File: config.mk
export PLATFORM = sky130hd
export DESIGN_NAME = pwm_led_bank
export DESIGN_NICKNAME = d
export VERILOG_FILES = /design/src/rtl/pwm_led_bank.sv
export SDC_FILE = /design/constraint.sdc
export NUM_CORES = 1
export LEC_CHECK = 0
export ABC_CLOCK_PERIOD_IN_PS = 4050
export CORE_MARGIN = 2
export CORE_UTILIZATION = 53
export DETAILED_ROUTE_END_ITERATION = 16
export DONT_BUFFER_PORTS = 1
export PLACE_DENSITY = 0.8
export SLEW_MARGIN = 5
export SYNTH_ARGS = -nofsm -noshare
export SYNTH_HDL_FRONTEND = slang
export SYNTH_SLANG_ARGS = --single-unit
File: constraint.sdc
create_clock -name clk -period 4.05 [get_ports clk]
set_input_delay 0.405 -clock clk [delete_from_list [all_inputs] [get_ports clk]]
set_output_delay 0.405 -clock clk [all_outputs]
set_load 0.03 [all_outputs]
File: src/rtl/pwm_led_bank.sv
`default_nettype none
// ============================================================================
//  Module   : pwm_led_bank
//  Function : CHANNELS-output PWM LED driver sharing one prescaled period
//             counter; per-channel duty applied at period boundaries with an
//             optional linear fade toward the written target.
//  Revision : 1.0 - initial release
// ============================================================================
module pwm_led_bank #(
    parameter int CHANNELS  = 4,
    parameter int WIDTH     = 8,
    parameter int CH_BITS   = 2,
    parameter int PRESCALE  = 1,
    parameter int FADE_STEP = 1
) (
    input  logic                clk,
    input  logic                reset_n,
    input  logic                wr_en,
    input  logic [CH_BITS-1:0]  wr_ch,
    input  logic [WIDTH-1:0]    wr_duty,
    input  logic                wr_fade,
    output logic [CHANNELS-1:0] led_out,
    output logic [CHANNELS-1:0] fading,
    output logic                period_start
);

    localparam int                c_PS_W   = (PRESCALE > 1) ? $clog2(PRESCALE) : 1;
    localparam logic [c_PS_W-1:0] c_PS_MAX = c_PS_W'(PRESCALE - 1);
    localparam logic [WIDTH:0]    c_STEP   = (WIDTH + 1)'(FADE_STEP);

    logic [c_PS_W-1:0]               r_prescale;
    logic [WIDTH-1:0]                r_count;
    logic [CHANNELS-1:0][WIDTH-1:0]  r_target;
    logic [CHANNELS-1:0][WIDTH-1:0]  r_active;
    logic [CHANNELS-1:0]             r_mode;

    logic                            w_tick;
    logic                            w_boundary;
    logic [CHANNELS-1:0][WIDTH-1:0]  w_next;
    logic [CHANNELS-1:0]             w_raw;
    logic [CHANNELS-1:0]             w_wr_hit;

    assign w_tick     = (r_prescale == c_PS_MAX);
    assign w_boundary = w_tick && (r_count == {WIDTH{1'b1}});

    generate
        for (genvar gi = 0; gi < CHANNELS; gi++) begin : g_ch
            logic [WIDTH:0]   w_act_ext;
            logic [WIDTH:0]   w_tgt_ext;
            logic [WIDTH:0]   w_up_sum;
            logic [WIDTH:0]   w_dn_diff;
            logic [WIDTH-1:0] w_up;
            logic [WIDTH-1:0] w_dn;

            // One extra bit keeps the ramp arithmetic free of wrap/underflow
            assign w_act_ext = {1'b0, r_active[gi]};
            assign w_tgt_ext = {1'b0, r_target[gi]};
            assign w_up_sum  = w_act_ext + c_STEP;
            assign w_dn_diff = w_act_ext - c_STEP;

            assign w_up = (w_up_sum > w_tgt_ext) ? r_target[gi] : w_up_sum[WIDTH-1:0];
            assign w_dn = ((w_act_ext < c_STEP) || (w_dn_diff < w_tgt_ext))
                          ? r_target[gi] : w_dn_diff[WIDTH-1:0];

            assign w_next[gi] = !r_mode[gi]              ? r_target[gi] :
                                (w_tgt_ext > w_act_ext)  ? w_up :
                                (w_tgt_ext < w_act_ext)  ? w_dn :
                                                           r_active[gi];

            // Full-scale duty is forced on so the counter==max tick stays lit
            assign w_raw[gi]    = (r_active[gi] == {WIDTH{1'b1}}) || (r_count < r_active[gi]);
            assign w_wr_hit[gi] = wr_en && (wr_ch == CH_BITS'(gi));
        end
    endgenerate

    always_ff @(posedge clk) begin
        if (!reset_n) begin
            r_prescale   <= '0;
            r_count      <= '0;
            r_target     <= '0;
            r_active     <= '0;
            r_mode       <= '0;
            led_out      <= '0;
            fading       <= '0;
            period_start <= 1'b0;
        end else begin
            r_prescale <= w_tick ? '0 : r_prescale + 1'b1;
            if (w_tick) begin
                r_count <= r_count + 1'b1;
            end
            for (int i = 0; i < CHANNELS; i++) begin
                if (w_boundary) begin
                    r_active[i] <= w_next[i];
                end
                if (w_wr_hit[i]) begin
                    r_target[i] <= wr_duty;
                    r_mode[i]   <= wr_fade;
                end
                fading[i] <= (r_active[i] != r_target[i]);
            end
            led_out      <= w_raw;
            period_start <= w_boundary;
        end
    end

endmodule
`default_nettype wire

; ---- Word-level counts from Yosys, hierarchy flattened
; Cells that the tools add are included.
[word_totals]
reg_bits = 86
latch_bits = 0
ramBits = 0
mem_bits_ro = 0
in_bits = 14
out_inout_bits = 9
wordCells = 107
mem_count = 0
[classes]
addsub = 10
multipliers = 0
div_mod_pow = 0
order_cmp = 24
eq_ne = 16
shift = 0
n_mux = 20
bitwise_logic = 1
reduce_logical = 19
[ops]
columns = op, n
row1 = $mux W8, 20
row2 = $lt A8 B8 Y1, 8
row3 = $eq A8 B8 Y1 const B, 5
row4 = $add A8 B1 Y9 const B, 4
row5 = $gt A9 B8 Y1, 4
row6 = $lt A9 B8 Y1, 4
row7 = $sub A8 B1 Y9 const B, 4
row8 = $gt A8 B8 Y1, 4
row9 = $lt A8 B1 Y1 const B, 4
row10 = $ne A8 B8 Y1, 4
row11 = $ne A3 B1 Y1 const B, 4
row12 = $reduce_and A2 Y1, 5
row13 = $add A8 B1 Y8 const B, 1
row14 = $logic_or A1 B1 Y1, 8
row15 = $logic_and A1 B1 Y1, 5
row16 = $eq A2 B2 Y1 const B, 2
row17 = $eq A2 B1 Y1 const B, 1
row18 = $logic_not A2 Y1, 1
row19 = $add A1 B1 Y1 const B, 1
row20 = $not A1 Y1, 1

; ---- Longest topological paths before layout
; Gate-level depths: netlist of run 1.
[depth]
ltp_word = 7
depth_mapped = 15
ltp_nobuf = 13

; ---- Worst setup path before layout of run 1
; No wires, ideal clock.
[synth_path]
path_kind = register to register
startpoint = reg r_active, in the netlist g_ch[3].w_act_ext[0]
endpoint = reg r_active, in the netlist g_ch[3].w_act_ext[2]
setup_ns = 0.095
arrival_time_ns = 2.865
required_ns = 3.955
setup_slack_ns = 1.090
path_stages_with_launch = 13
n_path_buf = 0
period_less_slack_ns = 2.960
cell_sequence = dfxtp_1 -> ha_1 -> and3_2 -> and3_1 -> xnor2_1 -> ha_1 -> and4_1 -> a21boi_0 -> o41ai_1 -> nand2_1 -> nor2_1 -> a221oi_1 -> a221oi_1
[synth_between]
elab_chain_cells = 7
[synth_rtl]
columns = element, line
row1 = from (decl), 34  ; logic [CHANNELS-1:0][WIDTH-1:0] r_active;
row2 = "from (signal, indexed assignment)", 93  ; r_active[i] <= w_next[i];
row3 = $sub A8 B1 Y9, 59  ; assign w_dn_diff = w_act_ext - c_STEP;
row4 = $lt A9 B8 Y1, 62  ; assign w_dn = ((w_act_ext < c_STEP) || (w_dn_diff < w_tgt_ext))
row5 = $logic_or A1 B1 Y1, 62
row6 = $mux W8, 63  ; ? r_target[gi] : w_dn_diff[WIDTH-1:0];
row7 = $mux W8, 67  ; (w_tgt_ext < w_act_ext) ? w_dn :
row8 = $mux W8, 66  ; (w_tgt_ext > w_act_ext) ? w_up :
row9 = $mux W8, 65  ; assign w_next[gi] = !r_mode[gi] ? r_target[gi] :
; Parallel ways exist; a longest one is shown, timed or not. The select of a mux whose other input is x is not followed.
; A chain may end at the register's enable or synchronous reset.

; ---- Worst setup path after layout of run 1
[layout_path]
startpoint = reg r_active, in the netlist g_ch[3].w_act_ext[0]
endpoint = reg r_active, in the netlist g_ch[3].w_act_ext[3]
; The elaborated chain is that of the path after synthesis.

==> results of run 1 <==
per-layer routing:
layer	global-route usage	vias up	part of all wire
li1	-	3569	-
met1	0.347	3383	0.44
met2	0.431	317	0.45
met5	0	-	0
met4	0.0961	0	0.031
met3	0.0471	67	0.075
final cells by class:
class	instances	area share
clock inverters	7	0.00752
repair buffers	3	0.00276
multi-input cells	787	0.687
flip-flops and latches	86	0.211
well taps	184	0.0282
inverters	78	0.0359
clock buffers	9	0.0276
worst min path at each step:
stage / startpoint / end / slack [ns] / cells after the start
floorplan: g_ch[3].w_tgt_ext[1]$_SDFFE_PN0P_ / g_ch[3].w_tgt_ext[1]$_SDFFE_PN0P_ / 0.45 / 2
detailed placement: g_ch[3].w_tgt_ext[1]$_SDFFE_PN0P_ / g_ch[3].w_tgt_ext[1]$_SDFFE_PN0P_ / 0.48 / 2
finish: reset_n / led_out[3]$_SDFF_PN0_ / 0.17 / 2
global placement: g_ch[3].w_tgt_ext[1]$_SDFFE_PN0P_ / g_ch[3].w_tgt_ext[1]$_SDFFE_PN0P_ / 0.48 / 2
CTS: reset_n / led_out[3]$_SDFF_PN0_ / 0.16 / 2
global route: wr_duty[0] / g_ch[3].w_tgt_ext[0]$_SDFFE_PN0P_ / 0.17 / 2
critical path: stages, from the launching register on:
cell	delay (ns)
dfxtp_1	0.51
ha_1	0.23
and3_2	0.20
and3_1	0.24
xnor2_1	0.15
ha_1	0.26
and4_1	0.21
a21boi_0	0.13
o41ai_1	0.42
nand2_1	0.17
nor2_1	0.40
a221oi_1	0.17
a221oi_1	0.31
cells in the mapped netlist (3+ instances only):
library cell  count  area (sq um)
o21ai_0          43           215
nand2b_1         12          75.1
a21oi_1          72           360
o211ai_1         12          90.1
nand4_1          22           138
xnor2_1          36           315
and4_1            5          43.8
o31a_1            3          26.3
o21a_1           10          75.1
ha_1            129          1610
nor3b_1           3          22.5
o211a_1           5          50.1
a211oi_1         12          90.1
nor3_1           22           110
buf_2             4          20.0
and3_1           13          81.3
mux2i_1          12           120
o21bai_1          4          30.0
a31oi_1          22           138
dfxtp_1          86          1720
xor2_1           12           105
nor4_1            8          50.1
and2_1            5          31.3
a211o_1           3          26.3
buf_1             3          11.3
a21o_1           13          97.6
or2_2             3          18.8
clkbuf_1         20          75.1
nand3_1          39           195
nand2_1         101           379
a41oi_1           7          61.3
o21ai_1           3          15.0
a221oi_1         18           158
o31ai_1           8          60.1
nor2b_1          12          75.1
inv_1            77           289
o41ai_1           4          35.0
nor2_1           71           267
power groups by stage:
| stage | sequential, mW | clock [mW] | combinational (mW) |
|---|---|---|---|
| final | 0.909 | 0.830 | 0.267 |
| after global routing | 0.910 | 0.870 | 0.298 |
| after CTS | 0.908 | 0.833 | 0.261 |
| after detailed placement | 0.927 | 0 | 0.256 |
| after global placement | 0.927 | 0 | 0.251 |
| after floorplan | 0.915 | 0 | 0.209 |
cell families (layout without fill, tap and decap cells):
kind of cell               count (synthesis)  after routing  synth area share
AOI/OAI and AO/OA                        259            259             0.225
xor gates and xnor gates                  48             48            0.0542
adders and majority gates                129            129             0.208
buffers and inverters                    110             97            0.0576
DFF                                       86             86             0.222
muxes                                     14             14            0.0184
other                                      1              1          0.000483
and+or+nand+nor                          336            336             0.214
stage by stage:
stage | hold WS [ns] | instances | instance area, sq um | setup slack, ns
4_1_cts | 0.163 | 1154 | 8150 | 0.586
3_3_place_gp | 0.481 | 1138 | 7860 | 0.713
2_1_floorplan | 0.453 | 983 | 7760 | 1.09
6_report | 0.165 | 1154 | 8150 | 0.552
5_1_grt | 0.174 | 1154 | 8150 | 0.286
3_5_place_dp | 0.484 | 1138 | 7860 | 0.618
sequential cells by signal, summed over array words and instances (netlist names):
name,flops
period_start,1
r_count,8
led_out,4
fading,4
g_ch.w_tgt_ext,32
r_prescale,1
r_mode,4
g_ch.w_act_ext,32
==> key figures, run 1 <==
Outcome
  – Status: complete, no violations

Global route
  – Tot GR Track Use: 0.263
  – Largest net degree at the start of global routing: between 50 and 60
  – Grt ovf: 0
  – Vias in the first global route: between 6000 and 7000
  – Initial antenna violation count: 0
  – Global-route wire length before repair: 33.9 mm

Power and ir drop
  – Gate power share: 0.133
  – Seq pwr share: 0.453
  – Peak supply drop: around 0.23 mV
  – P_leak: approximately 3.2 nW
  – Switching Share: 0.302
  – Sw Pwr: just over 0.6 mW
  – Int Pwr: around 1.4 mW
  – Clock network fraction of total power: 0.414
  – Final Total Pwr: between 2 and 2.5 mW
  – Power per standard cell area: around 250 nW/um^2

Worst setup path
  – Worst Setup End Kind: flip-flop
  – Reg2Reg Depth: 12
  – R2R setup slack: roughly 0.55 ns
  – Arr. time, crit path: about 3.8 ns
  – CP Launch Point: g_ch[3].w_act_ext[0]$_SDFFE_PN0P_
  – CP endpoint: g_ch[3].w_act_ext[3]$_SDFFE_PN0P_
  – CP required: ~4.3 ns
  – Critical Path Source Type: flip-flop
  – Max FO, Critical Path: 10
  – FF-to-FF Start: g_ch[3].w_act_ext[0]$_SDFFE_PN0P_
  – Worst R2R End: g_ch[3].w_act_ext[3]$_SDFFE_PN0P_
  – Crit path kind: flip-flop to flip-flop

Placed design
  – Final Wtd Congestion: between 0.9 and 1
  – Port buffer count: 0
  – Dpl hpwl: around 16 mm

Cells and area
  – Final Util: 0.565
  – Most common cell after layout, fill and taps aside: ha_1
  – Storage cell area: around 1700 sq um
  – Diodes inserted: 0
  – Commonest cells after routing, fill and taps aside: ha_1 (129), nand2_1 (101), dfxtp_1 (86)
  – Fill cells: around 1300
  – Multi-input logic area: ~5600 sq um
  – Layout area overhead: 5.03%
  – Layout net count: roughly 1100
  – Layout cells sized above 1: 0.0433

Worst hold path
  – Hold WC Path Type: input port to flip-flop

Timing
  – Final period utilization: 0.864
  – Fmax: between 0.2 and 0.3 GHz
  – RSZ-0062 raised after global routing: false
  – Fin. Hold Viols: 0
  – Least-Margin Pin Slew: 1.01 ns
  – Layout Skew: between 0.006 and 0.007 ns
  – Finish-stage setup viols: 0
  – TNS Setup: 0 ns
  – Rel. slew slack: 0.325
  – Final Slew Violations: 0
  – Minimum period implied by the final worst setup slack: 3.50 ns

CTS
  – Worst skew pair latency: approximately 0.36 ns
  – # Post-CTS Setup Buffers: 0
  – Longest Clk Path Bufs: 2
  – Clock Sinks: 86
  – Root buf cell: clkbuf_16
  – TritonCTS Buffers: 9
  – CTS clk-pin slew, worst paths: about 0.070 ns
  – H-tree depth: 3
  – Number of gates resized after cts: 0
  – CTS tree: built
  – Count of hold-fix buffers inserted at cts: 0

Floorplanning
  – Rows: 44
  – Initial Util: 0.538
  – Die height: ~130 um
  – Core Region: 14400 sq um
  – DIE WIDTH: approximately 130 um
  – Top Ports: 23
  – Die footprint: approximately 16000 sq um

Logic synthesis
  – Cell variety after synth: 76
  – Syn avg cell area: slightly below 8 sq um
  – Post-synth EDFFs: 0
  – Post-Synthesis Cells: 983
  – Sequential fraction of the synthesis area: 0.222
  – Async S/R FF share, synth: 0
  – FF+latch count, synth: 86
  – Syn. warnings: 0
  – Synthesized Nets: ~1100
  – Most used DFF post-synth: dfxtp_1
  – Mapped Area: 7760 sq um

Drt
  – Via count: 7336
  – Routed vias/inst: about 6.4
  – First-pass DRT Iterations: 6
  – Routed WL: roughly 21 mm
  – DRC Markers: 0
  – Routed len/inst: ~18 um
  – Detail Route Antenna Nets: 0
  – Starting DRT DRC Count: ~800

Flow run
  – Max Cap Viol: 0
Note: power is estimated with default switching activity, not from simulation.
==> inputs of run 2 (changes only) <==
Settings changed: SLEW_MARGIN 5 to 40.
==> key figures, run 2 (same netlist as run 1, synthesis figures left out) <==
Outcome
  – Status: complete, no violations (unchanged)

Worst setup path
  – CP top delay family: simple AND/OR/NAND/NOR gates (unchanged)
  – Worst-path cell chain: ha_1, inv_1, nor2_2, xnor2_1, ha_1, nand4_1, a21oi_1, o41ai_2, nand4_1, or3_1, a31oi_1 (was ha_1, and3_2, and3_1, xnor2_1, ha_1, and4_1, a21boi_0, o41ai_1, nand2_1, nor2_1, a221oi_1, a221oi_1)
  – CP max stage delay: 0.53 ns (was 0.51 ns)
  – Slowest stage cell, crit path: nand4_1 (was dfxtp_1)
  – Worst Setup End Kind: flip-flop (unchanged)
  – Arr. time, crit path: 3.77 ns (was 3.76 ns)
  – Crit path kind: flip-flop to flip-flop (unchanged)
  – Crit path buf inv count: 1 (was 0)
  – Max FO, Critical Path: 11 (was 10)
  – Critical Path Source Type: flip-flop (unchanged)
  – CP required: 4.33 ns (was 4.31 ns)

Cells and area
  – Fill cells: 1302 (was 1306)
  – Final Util: 0.565 (about the same)
  – Commonest cells after routing, fill and taps aside: ha_1 (129), nand2_1 (101), dfxtp_1 (86) (unchanged)
  – Layout cells sized above 1: 0.0443 (was 0.0433)
  – Layout net count: 1108 (unchanged)
  – Layout area overhead: 5.11% (was 5.03%)
  – Diodes inserted: 0 (unchanged)
  – Most common cell after layout, fill and taps aside: ha_1 (unchanged)

Timing
  – Least-Margin Pin Slew: 0.780 ns (was 1.01 ns)
  – Fmax: 0.286 GHz (about the same)
  – Rel. slew slack: 0.475 (was 0.325)
  – Layout Skew: 0.00663 ns (was 0.00691 ns)
  – TNS Setup: 0 ns (unchanged)
  – Fin. Hold Viols: 0 (unchanged)
  – Minimum period implied by the final worst setup slack: 3.49 ns (was 3.50 ns)
  – Final period utilization: 0.862 (was 0.864)
  – Finish-stage setup viols: 0 (unchanged)
  – Final Slew Violations: 0 (unchanged)
  – RSZ-0062 raised after global routing: false (unchanged)

CTS
  – Worst skew pair latency: 0.36 ns (about the same)
  – # Post-CTS Setup Buffers: 0 (unchanged)
  – Longest Clk Path Bufs: 2 (unchanged)
  – TritonCTS Buffers: 9 (unchanged)
  – Count of hold-fix buffers inserted at cts: 0 (unchanged)
  – Number of gates resized after cts: 0 (unchanged)
  – H-tree depth: 3 (unchanged)
  – CTS tree: built (unchanged)
  – Root buf cell: clkbuf_16 (unchanged)
  – CTS clk-pin slew, worst paths: 0.07 ns (about the same)
  – Clock Sinks: 86 (unchanged)

Drt
  – DRC Markers: 0 (unchanged)
  – Via count: 7337 (was 7336)
  – Routed vias/inst: 6.36 (about the same)
  – First-pass DRT Iterations: 6 (unchanged)
  – Detail Route Antenna Nets: 0 (unchanged)
  – Starting DRT DRC Count: 811 (was 798)
  – Routed WL: 20.9 mm (was 21.0 mm)
  – Routed len/inst: 18.1 um (was 18.2 um)

Placed design
  – Final Wtd Congestion: 0.959 (unchanged)
  – Dpl hpwl: 15.6 mm (about the same)
  – Port buffer count: 0 (unchanged)

Global route
  – Vias in the first global route: 6942 (was 6948)
  – Tot GR Track Use: 0.262 (was 0.263)
  – Grt ovf: 0 (unchanged)
  – Initial antenna violation count: 0 (unchanged)
  – Largest net degree at the start of global routing: 56 (unchanged)
  – Global-route wire length before repair: 33.9 mm (about the same)

Power and ir drop
  – P_leak: 3.24 nW (about the same)
  – Power per standard cell area: 246 nW/um^2 (about the same)
  – Peak supply drop: 0.231 mV (was 0.230 mV)

Floorplanning
  – Die footprint: 15600 sq um (unchanged)
  – DIE WIDTH: 125 um (unchanged)
  – Initial Util: 0.538 (unchanged)
  – Die height: 125 um (unchanged)
  – Top Ports: 23 (unchanged)
  – Rows: 44 (unchanged)
  – Core Region: 14400 sq um (unchanged)

Worst hold path
  – Hold WC Path Type: input port to flip-flop (unchanged)

Flow run
  – Max Cap Viol: 0 (unchanged)
run 2: path summary, 6_finish.rpt:
| check | from | end | slack (ns) | depth (start not counted) |
|---|---|---|---|---|
| setup / recovery | g_ch[2].w_act_ext[0]$_SDFFE_PN0P_ | g_ch[2].w_act_ext[2]$_SDFFE_PN0P_ | 0.56 | 11 |
| hold / removal | reset_n | led_out[3]$_SDFF_PN0_ | 0.17 | 2 |
| setup reg to reg | g_ch[2].w_act_ext[0]$_SDFFE_PN0P_ | g_ch[2].w_act_ext[2]$_SDFFE_PN0P_ | 0.56 | 11 |
| hold reg to reg | g_ch[3].w_tgt_ext[1]$_SDFFE_PN0P_ | g_ch[3].w_tgt_ext[1]$_SDFFE_PN0P_ | 0.49 | 2 |
run 2: power by group:
group | internal, mW | total (mW) | switching (mW)
sequential | 0.867 | 0.909 | 0.0417
combinational | 0.104 | 0.268 | 0.164
clock | 0.430 | 0.827 | 0.396
total | 1.40 | 2.00 | 0.603
run 2: cell type report:
type	count	area, sq um	share of cell area
Clock buffer	9	225	0.0276
Clock inverter	7	61.3	0.00752
Inverter	78	295	0.0362
Multi-Input combinational cell	787	5600	0.687
Sequential cell	86	1720	0.211
Tap cell	184	230	0.0282
Timing Repair Buffer	3	22.5	0.00276
run 2: per-stage QoR:
step / power, mW / area [sq um] / std cells / hold slack (ns) / worst slack, ns
after floorplan: 1.12 / 7760 / 983 / 0.453 / 1.09
after global placement: 1.18 / 7860 / 1138 / 0.481 / 0.713
after detailed placement: 1.18 / 7870 / 1138 / 0.484 / 0.623
after CTS: 2.00 / 8150 / 1154 / 0.163 / 0.591
after global routing: 2.08 / 8160 / 1154 / 0.174 / 0.312
final: 2.00 / 8160 / 1154 / 0.173 / 0.558
run 2: metal layers:
layer	vias to the layer above	part of all wire	GRT usage
met4	0	0.033	0.0961
li1	3566	-	-
met5	-	0	0
met3	71	0.081	0.0471
met1	3345	0.44	0.347
met2	355	0.45	0.431
==> inputs of run 3 (changes only) <==
Settings changed: CORE_UTILIZATION 53 to 35, PLACE_DENSITY 0.8 to 0.61.
==> key figures, run 3 (same netlist as run 1, synthesis figures left out) <==
Floorplanning
  – DIE WIDTH: 153 um (was 125 um)
  – Core Region: 21800 sq um (was 14400 sq um)
  – Initial Util: 0.356 (was 0.538)
  – Rows: 54 (was 44)
  – Die height: 153 um (was 125 um)
  – Top Ports: 23 (unchanged)
  – Die footprint: 23400 sq um (was 15600 sq um)

Worst hold path
  – Min-Delay Endpoint: g_ch[2].w_tgt_ext[6]$_SDFFE_PN0P_ (was led_out[3]$_SDFF_PN0_)
  – Hold_sp: wr_duty[6] (was reset_n)
  – Hold path depth: 2 (unchanged)
  – Hold WC Path Type: input port to flip-flop (unchanged)

Power and ir drop
  – Final Total Pwr: 2.02 mW (was 2.00 mW)
  – Seq pwr share: 0.449 (was 0.454)
  – Gate power share: 0.131 (was 0.134)
  – Int Pwr: 1.40 mW (about the same)
  – P_leak: 3.25 nW (was 3.24 nW)
  – Switching Share: 0.306 (was 0.301)
  – Peak supply drop: 0.213 mV (was 0.231 mV)
  – Clock network fraction of total power: 0.420 (was 0.413)
  – Power per standard cell area: 244 nW/um^2 (was 246 nW/um^2)
  – Sw Pwr: 0.620 mW (was 0.603 mW)

CTS
  – Root buf cell: clkbuf_16 (unchanged)
  – Count of hold-fix buffers inserted at cts: 0 (unchanged)
  – Number of gates resized after cts: 0 (unchanged)
  – CTS tree: built (unchanged)
  – Worst skew pair latency: 0.36 ns (about the same)
  – Clock Sinks: 86 (unchanged)
  – H-tree depth: 3 (unchanged)
  – TritonCTS Buffers: 9 (unchanged)
  – CTS clk-pin slew, worst paths: 0.07 ns (about the same)
  – Longest Clk Path Bufs: 2 (unchanged)
  – # Post-CTS Setup Buffers: 0 (unchanged)

Worst setup path
  – Crit path kind: flip-flop to flip-flop (unchanged)
  – Worst R2R End: g_ch[2].w_act_ext[2]$_SDFFE_PN0P_ (unchanged)
  – Critical Path Source Type: flip-flop (unchanged)
  – R2R setup slack: 0.48 ns (was 0.56 ns)
  – Worst Setup End Kind: flip-flop (unchanged)
  – CP top delay family: simple AND/OR/NAND/NOR gates (unchanged)
  – Slowest stage cell, crit path: o41ai_2 (was nand4_1)
  – CP required: 4.32 ns (was 4.33 ns)
  – Max FO, Critical Path: 11 (unchanged)
  – Arr. time, crit path: 3.85 ns (was 3.77 ns)
  – Worst-path cell chain: inv_1, ha_1, ha_1, nor2b_1, o21ai_0, a21oi_1, o41ai_2, nand4_1, or3_1, a31oi_1 (was ha_1, inv_1, nor2_2, xnor2_1, ha_1, nand4_1, a21oi_1, o41ai_2, nand4_1, or3_1, a31oi_1)
  – Critical path depth in cells: 10 (was 11)
  – FF-to-FF Start: g_ch[2].w_act_ext[0]$_SDFFE_PN0P_ (unchanged)
  – CP max stage delay: 0.54 ns (was 0.53 ns)
  – Crit path buf inv count: 1 (unchanged)
  – Reg2Reg Depth: 10 (was 11)
  – Most frequent CP cell: ha_1

Global route
  – Initial antenna violation count: 0 (unchanged)
  – Tot GR Track Use: 0.187 (was 0.262)
  – Vias in the first global route: 6799 (was 6942)
  – Largest net degree at the start of global routing: 48 (was 56)
  – Global-route wire length before repair: 35.4 mm (was 33.9 mm)
  – Grt ovf: 0 (unchanged)

Drt
  – Starting DRT DRC Count: 546 (was 811)
  – First-pass DRT Iterations: 5 (was 6)
  – DRC Markers: 0 (unchanged)
  – Via count: 7207 (was 7337)
  – Detail Route Antenna Nets: 0 (unchanged)
  – Routed len/inst: 17.5 um (was 18.1 um)
  – Routed vias/inst: 5.77 (was 6.36)
  – Routed WL: 21.9 mm (was 20.9 mm)

Placed design
  – Setup WS pre-CTS: 0.610 ns (was 0.623 ns)
  – Dpl hpwl: 16.7 mm (was 15.6 mm)
  – Port buffer count: 0 (unchanged)
  – Final Wtd Congestion: 0.947 (was 0.959)

Timing
  – Fin. Hold Viols: 0 (unchanged)
  – Final Slew Violations: 0 (unchanged)
  – Final setup margin: 0.479 ns (was 0.558 ns)
  – Rel. slew slack: 0.498 (was 0.475)
  – RSZ-0062 raised after global routing: false (unchanged)
  – Final period utilization: 0.882 (was 0.862)
  – Fmax: 0.280 GHz (was 0.286 GHz)
  – WHS: 0.173 ns (about the same)
  – Finish-stage setup viols: 0 (unchanged)
  – Minimum period implied by the final worst setup slack: 3.57 ns (was 3.49 ns)
  – Layout Skew: 0.00808 ns (was 0.00663 ns)
  – TNS Setup: 0 ns (unchanged)
  – Least-Margin Pin Slew: 0.753 ns (was 0.780 ns)

Cells and area
  – Storage cell area: 1720 sq um (unchanged)
  – Layout net count: 1108 (unchanged)
  – Layout cells sized above 1: 0.0443 (unchanged)
  – Multi-input logic area: 5610 sq um (was 5600 sq um)
  – Layout area overhead: 6.79% (was 5.11%)
  – Commonest cells after routing, fill and taps aside: ha_1 (129), nand2_1 (101), dfxtp_1 (86) (unchanged)
  – Diodes inserted: 0 (unchanged)
  – Most common cell after layout, fill and taps aside: ha_1 (unchanged)
  – Final Util: 0.380 (was 0.565)
  – Fill cells: 2266 (was 1302)

Outcome
  – Status: complete, no violations (unchanged)

Flow run
  – Max Cap Viol: 0 (unchanged)
-- run 3: how the worst max path moves through the flow --
stage	start	to	slack, ns
3_3_place_gp	g_ch[2].w_act_ext[0]$_SDFFE_PN0P_	g_ch[2].w_act_ext[2]$_SDFFE_PN0P_	0.68
6_report	g_ch[2].w_act_ext[0]$_SDFFE_PN0P_	g_ch[2].w_act_ext[2]$_SDFFE_PN0P_	0.48
5_1_grt	g_ch[2].w_act_ext[0]$_SDFFE_PN0P_	g_ch[2].w_act_ext[2]$_SDFFE_PN0P_	0.20
3_5_place_dp	g_ch[2].w_act_ext[0]$_SDFFE_PN0P_	g_ch[2].w_act_ext[2]$_SDFFE_PN0P_	0.61
4_1_cts	g_ch[2].w_act_ext[0]$_SDFFE_PN0P_	g_ch[2].w_act_ext[2]$_SDFFE_PN0P_	0.56
2_1_floorplan	g_ch[3].w_act_ext[0]$_SDFFE_PN0P_	g_ch[3].w_act_ext[2]$_SDFFE_PN0P_	1.09
-- run 3: layer usage --
layer | wire [um] | track usage | up-vias | share of wire
met5 | 0 | 0 | - | 0
met4 | 684 | 0.0732 | 0 | 0.031
met3 | 1290 | 0.0391 | 59 | 0.059
met2 | 10100 | 0.308 | 240 | 0.46
met1 | 9870 | 0.240 | 3344 | 0.45
li1 | - | - | 3564 | -
-- run 3: final cells by class --
cell class                      instances  share of cell area
Clock inverter                          7             0.00785
Sequential cell                        86               0.208
Multi-Input combinational cell        787               0.677
Timing Repair Buffer                    3             0.00272
Clock buffer                            9              0.0272
Inverter                               78              0.0356
Tap cell                              280              0.0423
-- run 3: power by group through the flow --
stage / clock network, mW / registers, mW / logic (mW)
3_3_place_gp: 0 / 0.929 / 0.256
6_report: 0.850 / 0.909 / 0.265
3_5_place_dp: 0 / 0.928 / 0.260
5_1_grt: 0.902 / 0.911 / 0.300
2_1_floorplan: 0 / 0.915 / 0.209
4_1_cts: 0.871 / 0.909 / 0.262
-- run 3: worst register-to-register path, stage by stage, from the launching register on --
cell and delay (ns):
dfxtp_1 0.53, inv_1 0.13, ha_1 0.35, ha_1 0.30, nor2b_1 0.13, o21ai_0 0.17, a21oi_1 0.12, o41ai_2 0.54
nand4_1 0.52, or3_1 0.49, a31oi_1 0.20
-- run 3: per-stage QoR --
step / instances / cell area, sq um
after CTS: 1250 / 8280
after detailed placement: 1234 / 7990
after floorplan: 983 / 7760
final: 1250 / 8290
after global placement: 1234 / 7980
after global routing: 1250 / 8290
